`config.mk`:
```
export PLATFORM = sky130hd
export DESIGN_NAME = button_frontend
export DESIGN_NICKNAME = d
export VERILOG_FILES = /design/src/rtl/button_frontend.sv
export SDC_FILE = /design/constraint.sdc
export NUM_CORES = 1
export LEC_CHECK = 0
export CORE_MARGIN = 2
export CORE_UTILIZATION = 55
export DETAILED_ROUTE_END_ITERATION = 8
export GPL_ROUTABILITY_DRIVEN = 0
export PLACE_DENSITY = 0.76
export SKIP_CTS_REPAIR_TIMING = 1
export SKIP_LAST_GASP = 1
export SYNTH_ARGS = -nofsm -noshare
export SYNTH_HDL_FRONTEND = slang
export SYNTH_SLANG_ARGS = --single-unit
```
`constraint.sdc`:
```
create_clock -name clk -period 5.67 [get_ports clk]
set_input_delay 0.567 -clock clk [delete_from_list [all_inputs] [get_ports clk]]
set_output_delay 0.567 -clock clk [all_outputs]
set_load 0.02 [all_outputs]
```
`src/rtl/button_frontend.sv`:
```
// Push-button conditioning: polarity fix, 2-flop synchronizer, debounce,
// press/release strobes and a one-shot long-press strobe per channel.
module button_frontend #(
  parameter int N               = 5,
  parameter int DEBOUNCE_CYCLES = 1000000,
  parameter int LONG_CYCLES     = 50000000,
  parameter int PAD_ACTIVE_LOW  = 0
) (
  input  logic         clk,
  input  logic         rst_n,
  input  logic [N-1:0] btn_raw,
  output logic [N-1:0] level,
  output logic [N-1:0] down,
  output logic [N-1:0] up,
  output logic [N-1:0] long_press
);

  localparam int DW = $clog2(DEBOUNCE_CYCLES) + 1;
  localparam int HW = $clog2(LONG_CYCLES) + 1;
  localparam logic [DW-1:0] DB_TC    = DW'(DEBOUNCE_CYCLES - 1);
  localparam logic [HW-1:0] HOLD_TC  = HW'(LONG_CYCLES - 1);
  localparam logic [HW-1:0] HOLD_SAT = HW'(LONG_CYCLES);

  logic [N-1:0]  pad;
  logic [N-1:0]  sync1_q, sync1_d;
  logic [N-1:0]  sync2_q, sync2_d;
  logic [N-1:0]  level_q, level_d;
  logic [N-1:0]  down_q, down_d;
  logic [N-1:0]  up_q, up_d;
  logic [N-1:0]  long_q, long_d;
  logic [DW-1:0] db_cnt_q [N];
  logic [DW-1:0] db_cnt_d [N];
  logic [HW-1:0] hold_q [N];
  logic [HW-1:0] hold_d [N];

  always_comb begin
    pad     = (PAD_ACTIVE_LOW != 0) ? ~btn_raw : btn_raw;
    sync1_d = pad;
    sync2_d = sync1_q;
    level_d = level_q;
    down_d  = '0;
    up_d    = '0;
    long_d  = '0;
    for (int i = 0; i < N; i++) begin
      db_cnt_d[i] = '0;
      hold_d[i]   = '0;
      // Any sample matching the current level leaves the count at zero.
      if (sync2_q[i] != level_q[i]) begin
        if (db_cnt_q[i] == DB_TC) level_d[i] = sync2_q[i];
        else                      db_cnt_d[i] = db_cnt_q[i] + 1'b1;
      end
      down_d[i] = level_d[i] & ~level_q[i];
      up_d[i]   = ~level_d[i] & level_q[i];
      // Hold counter saturates one past terminal count so the strobe fires once.
      if (level_d[i] && level_q[i]) begin
        hold_d[i] = (hold_q[i] != HOLD_SAT) ? hold_q[i] + 1'b1 : hold_q[i];
        long_d[i] = (hold_q[i] == HOLD_TC);
      end
    end
  end

  always_ff @(posedge clk or negedge rst_n) begin
    if (!rst_n) begin
      sync1_q <= '0;
      sync2_q <= '0;
      level_q <= '0;
      down_q  <= '0;
      up_q    <= '0;
      long_q  <= '0;
      for (int i = 0; i < N; i++) begin
        db_cnt_q[i] <= '0;
        hold_q[i]   <= '0;
      end
    end else begin
      sync1_q <= sync1_d;
      sync2_q <= sync2_d;
      level_q <= level_d;
      down_q  <= down_d;
      up_q    <= up_d;
      long_q  <= long_d;
      for (int i = 0; i < N; i++) begin
        db_cnt_q[i] <= db_cnt_d[i];
        hold_q[i]   <= hold_d[i];
      end
    end
  end

  assign level      = level_q;
  assign down       = down_q;
  assign up         = up_q;
  assign long_press = long_q;

endmodule

```
### Word level (Yosys, flattened, before mapping)

Index checks and enable logic that the tools add are counted.

* word-level logic and storage cells: 111
* output and inout port bits: 20
* bits in registers: 270
* bits of input ports: 7

* bitwise logic cells: 20
* add/sub/neg operators: 10
* multiplexer cells: 35
* equal/unequal tests: 25
* reductions and logical operators: 5

Operators with widths (count)
* 2-to-1 mux 27 bit: 10
* 2-to-1 mux 21 bit: 10
* adder 27 x 1 -> 27 bit, second input constant: 5
* equality test 27 x 26 -> 1 bit, second input constant: 5
* != test 27 x 26 -> 1 bit, second input constant: 5
* adder 21 x 1 -> 21 bit, second input constant: 5
* equality test 21 x 20 -> 1 bit, second input constant: 5
* 2-to-1 mux 1 bit: 15
* bitwise AND 1 bit: 10
* != test 2 x 1 -> 1 bit, second input constant: 5
* NOT 1 bit: 10
* logical AND 1 bit: 5
* != test 1 bit: 5

### Depth between registers and ports, before layout

* depth in word-level cells: 5
* depth in mapped cells: 7
* gate-level depth less buffers: 7

### Least setup slack after synthesis

OpenSTA, ideal clock, no wires.

* path type: register to register
* start: reg db_cnt_q[0] (netlist bit)
* end: reg hold_q[10] (netlist bit)
* required time: 5.551 ns
* path slack: 3.541 ns
* library setup time: 0.119 ns
* cell stages (with the launch flop): 8
* buffers on the path: 1
* arrival: 2.010 ns
* clock period less this slack: 2.129 ns
* cell sequence: dfrtp_1 ha_1 nand4_2 or2_4 or4_4 o21ai_4 buf_6 nor2_1

* cells in the longest elaborated chain, start to end: 5
* elaborated cells on any way between the ends: 6
* classes of those cells: 2 x eq/ne; 3 x mux; 1 x reduce/logical

Ends and longest elaborated chain
* start: declaration: line 31 `logic [DW-1:0] db_cnt_q [N];`
* start signal: indexed assignment: line 82 `db_cnt_q[i] <= db_cnt_d[i];`
* equality test 21 x 20 -> 1 bit *: line 49 `if (db_cnt_q[i] == DB_TC) level_d[i] = sync2_q[i];`
* 2-to-1 mux 1 bit *: line 49
* 2-to-1 mux 1 bit *: line 48 `if (sync2_q[i] != level_q[i]) begin`
* logical AND 1 bit *: line 55 `if (level_d[i] && level_q[i]) begin`
* != test 2 x 1 -> 1 bit (no source line) or 2-to-1 mux 27 bit (tied branches)
* end signal: indexed assignment: line 83 `hold_q[i] <= hold_d[i];`
* end: declaration: line 33 `logic [HW-1:0] hold_q [N];`

Mark *: on every way between the ends. The rest lies on a longest branch, timed or not.
A chain may end at the register's enable or synchronous reset.

### Final worst setup path

* start: reg db_cnt_q[42] (netlist bit)
* end: reg hold_q[72] (netlist bit)

Same word-level chain as after synthesis.

==> summary.json <==
{
  "mappedNetlistArea": {"value": 13100, "unit": "um2"},
  "worst-r2r-cell-count": {"value": 6},
  "timing.final.setup_violations": {"value": 0},
  "power_frac_seq": {"value": 48.2, "unit": "%"},
  "final-hold-violation-count": {"value": 0},
  "clk_path_buf_depth": {"value": 3},
  "run_status": {"value": "complete, no violations"},
  "synth_top_family_by_area": {"value": "simple AND/OR/NAND/NOR gates"},
  "power_density": {"value": 277, "unit": "nW/um2"},
  "drtPass1Iterations": {"value": 5},
  "die_outline_area": {"value": 25000, "unit": "um2"},
  "synth.mux.area_fraction": {"value": 0.727, "unit": "%"},
  "port_buffers": {"value": 26},
  "synth_most_common_cell": {"value": "sky130_fd_sc_hd__nor2_1"},
  "cts_made_buffers": {"value": 29},
  "postRouteAntennaNets": {"value": 0},
  "report.final.slew_viol_count": {"value": 0},
  "cp-start-kind": {"value": "register"},
  "wl_per_cell": {"value": 14.4, "unit": "um"},
  "synth_edf_count": {"value": 0},
  "power.internal": {"value": 3.23, "unit": "mW"},
  "cts.clk_slew.worst_paths": {"value": 60, "unit": "ps"},
  "vdd_ir_max": {"value": 243, "unit": "uV"},
  "grt_max_degree": {"value": 113},
  "detailroute.via_count": {"value": 9274},
  "synth.largest_area_cell": {"value": "sky130_fd_sc_hd__dfrtp_1"},
  "synth-compound-area-share": {"value": 1.20, "unit": "%"},
  "rr_startpoint": {"value": "db_cnt_q[42]"},
  "asyncSetResetFlopFracSynth": {"value": 100, "unit": "%"},
  "reg2reg_to": {"value": "hold_q[72]"},
  "criticalPathCategory": {"value": "register to register"},
  "worst_slack": {"value": 2900, "unit": "ps"},
  "final_net_count": {"value": 1368},
  "switching_share": {"value": 20.3, "unit": "%"},
  "post-place-ws": {"value": 2910, "unit": "ps"},
  "first_global_vias": {"value": 9250},
  "post_synth_and_or_nand_nor_area_fraction": {"value": 28.2, "unit": "%"},
  "routed_wirelength": {"value": 24.3, "unit": "mm"},
  "antenna_found_initial": {"value": 0},
  "gr-total-overflow": {"value": 0},
  "endpoint_kind": {"value": "register"},
  "viasPerCell": {"value": 5.51},
  "dp.final_hpwl": {"value": 15.7, "unit": "mm"},
  "clock_latency": {"value": 530, "unit": "ps"},
  "synthCells": {"value": 1312},
  "slew_headroom": {"value": 18.4, "unit": "%"},
  "setup_total_negative_slack": {"value": 0, "unit": "ps"},
  "netlist-cell-type-count": {"value": 48},
  "residual_drc": {"value": 0},
  "unrepaired_setup_endpoints_after_global_routing": {"value": "false"},
  "drt-initial-drc-count": {"value": 550},
  "die_h": {"value": 158, "unit": "um"},
  "post_synth_net_total": {"value": 1334},
  "worstPathMaxFanout": {"value": 28},
  "total_leakage_power": {"value": 5.84, "unit": "nW"},
  "arrival": {"value": 3140, "unit": "ps"},
  "layout_min_cycle_time": {"value": 2770, "unit": "ps"},
  "rows": {"value": 56},
  "ys_seq_area_share": {"value": 51.7, "unit": "%"},
  "dominantRegCellSynth": {"value": "sky130_fd_sc_hd__dfrtp_1"},
  "core_area": {"value": 23400, "unit": "um2"},
  "power_switching": {"value": 823, "unit": "uW"},
  "htree_levels": {"value": 1},
  "die_x": {"value": 158, "unit": "um"},
  "fill_cells": {"value": 1903},
  "initial_core_utilization": {"value": 55.9, "unit": "%"},
  "timing_worst_slew_pin_value": {"value": 1210, "unit": "ps"},
  "post_synth_fa_ha_maj_area_fraction": {"value": 1.44, "unit": "%"},
  "cts_root_buffer": {"value": "sky130_fd_sc_hd__clkbuf_16"},
  "yosys_warnings": {"value": 0},
  "drv_cap": {"value": 0},
  "synth.top_cells.by_count": {"value": "sky130_fd_sc_hd__nor2_1, sky130_fd_sc_hd__dfrtp_1, sky130_fd_sc_hd__xor2_1"},
  "area_growth": {"value": 12.0, "unit": "%"},
  "cts_tree": {"value": "yes"},
  "synthTopCellsByArea": {"value": "sky130_fd_sc_hd__dfrtp_1, sky130_fd_sc_hd__xor2_1, sky130_fd_sc_hd__nor2_1"},
  "p_comb_share": {"value": 1.7, "unit": "%"},
  "worst-endpoint-required": {"value": 6030, "unit": "ps"},
  "clock_skew_after_layout": {"value": 6.08, "unit": "ps"},
  "global_route_wire_length_before_repair": {"value": 42.4, "unit": "mm"},
  "fmaxAchievable": {"value": 361, "unit": "MHz"},
  "cts_sinks": {"value": 270},
  "clock_power_share": {"value": 50.1, "unit": "%"},
  "min_path_type": {"value": "input port to async pin"},
  "ys_ff_latch": {"value": 270},
  "finalCritPeriodShare": {"value": 48.9, "unit": "%"},
  "final_layout_size_suffix_gt1_share": {"value": 5.49, "unit": "%"},
  "timing.reg2reg.setup_slack": {"value": 2900, "unit": "ps"},
  "synth_top_area_share": {"value": 51.7, "unit": "%"},
  "grt_usage": {"value": 20.3, "unit": "%"},
  "num_antenna_cells": {"value": 0},
  "synth-xor-area-share": {"value": 14.9, "unit": "%"},
  "io-pin-count": {"value": 27},
  "synthesis.area_per_instance": {"value": 9.97, "unit": "um2"}
}
## cells by family after synthesis
kind of cell | count (synthesis)
compound gates | 20
fa+ha+maj | 15
buf+inv | 51
simple gates | 725
xor+xnor | 222
flops | 270
mux | 9
## how the worst max path moves through the flow
stage | cells after the start | slack, ps | endpoint | from
6_report | 6 | 2900 | hold_q[72] | db_cnt_q[42]
5_1_grt | 6 | 2590 | hold_q[72] | db_cnt_q[42]
4_1_cts | 6 | 2900 | hold_q[72] | db_cnt_q[42]
3_5_place_dp | 6 | 2910 | hold_q[68] | db_cnt_q[42]
3_3_place_gp | 6 | 2990 | long_press[2] | db_cnt_q[42]
2_1_floorplan | 7 | 3540 | hold_q[10] | db_cnt_q[0]
## state kept, by name, summed over array words and instances, names as in the netlist
register    flops
level           5
sync2_q         5
up              5
db_cnt_q      105
sync1_q         5
long_press      5
hold_q        135
down            5
## worst max-delay path: stages (launching register included)
cell	delay, ps
sky130_fd_sc_hd__dfrtp_1	390
sky130_fd_sc_hd__ha_1	220
sky130_fd_sc_hd__and4_1	280
sky130_fd_sc_hd__nand2_1	120
sky130_fd_sc_hd__or4_1	550
sky130_fd_sc_hd__o21ai_2	900
sky130_fd_sc_hd__nor2_1	140
## cells in the final DEF (no fill, tap or decap), types with 6 or more instances in the layout
cell type	n
sky130_fd_sc_hd__ha_1	15
sky130_fd_sc_hd__a21oi_1	8
sky130_fd_sc_hd__clkbuf_8	6
sky130_fd_sc_hd__nor2_1	278
sky130_fd_sc_hd__clkinv_2	7
sky130_fd_sc_hd__clkbuf_16	29
sky130_fd_sc_hd__xor2_1	123
sky130_fd_sc_hd__or4_1	13
sky130_fd_sc_hd__xnor2_1	99
sky130_fd_sc_hd__inv_1	25
sky130_fd_sc_hd__dfrtp_1	270
sky130_fd_sc_hd__nand4_1	66
sky130_fd_sc_hd__nor4_1	26
sky130_fd_sc_hd__nor3_1	34
sky130_fd_sc_hd__nor3b_1	11
sky130_fd_sc_hd__bufinv_16	6
sky130_fd_sc_hd__nand2_1	89
sky130_fd_sc_hd__nand3_1	93
sky130_fd_sc_hd__and3_1	30
sky130_fd_sc_hd__clkdlybuf4s50_1	25
sky130_fd_sc_hd__and4_1	30
sky130_fd_sc_hd__nor4b_1	14
sky130_fd_sc_hd__or3_1	8
## metal layers
layer | share of wire [%] | vias up | GRT usage, %
met5 | 0 | - | 0
met4 | 1.9 | 0 | 5.41
met3 | 3.0 | 39 | 2.96
met2 | 48 | 108 | 33.6
met1 | 47 | 4563 | 28.1
li1 | - | 4564 | -
## area by class of cell
| type | count | area, um2 | share of cell area, % |
|---|---|---|---|
| tap | 319 | 399 | 2.72 |
| clock inverter | 15 | 231 | 1.58 |
| sequential | 270 | 6760 | 46.1 |
| multi-input combinational | 991 | 6070 | 41.5 |
| timing repair buffer | 29 | 288 | 1.96 |
| clock buffer | 35 | 808 | 5.52 |
| inverter | 25 | 93.8 | 0.641 |
## power by group through the flow
stage | clock network [mW] | registers, mW | logic [mW]
after floorplan | 0 | 1.98 | 0.0259
after global placement | 0 | 1.99 | 0.0729
after detailed placement | 0 | 1.99 | 0.0744
after CTS | 2.07 | 1.95 | 0.0748
after global routing | 2.15 | 1.95 | 0.0847
final | 2.03 | 1.95 | 0.0707
## through the flow
stage | utilization [%] | total power, mW | cells | instance area [um2] | hold slack (ps)
finish | 62.6 | 4.05 | 1684 | 14700 | 100
global route | 62.6 | 4.19 | 1684 | 14700 | 181
CTS | 62.6 | 4.10 | 1684 | 14700 | 142
detailed placement | 58.2 | 2.06 | 1634 | 13600 | 335
global placement | 58.2 | 2.06 | 1634 | 13600 | 334
floorplan | - | 2.01 | 1312 | 13100 | 271
No activity file was read; power rests on OpenSTA's default activity.
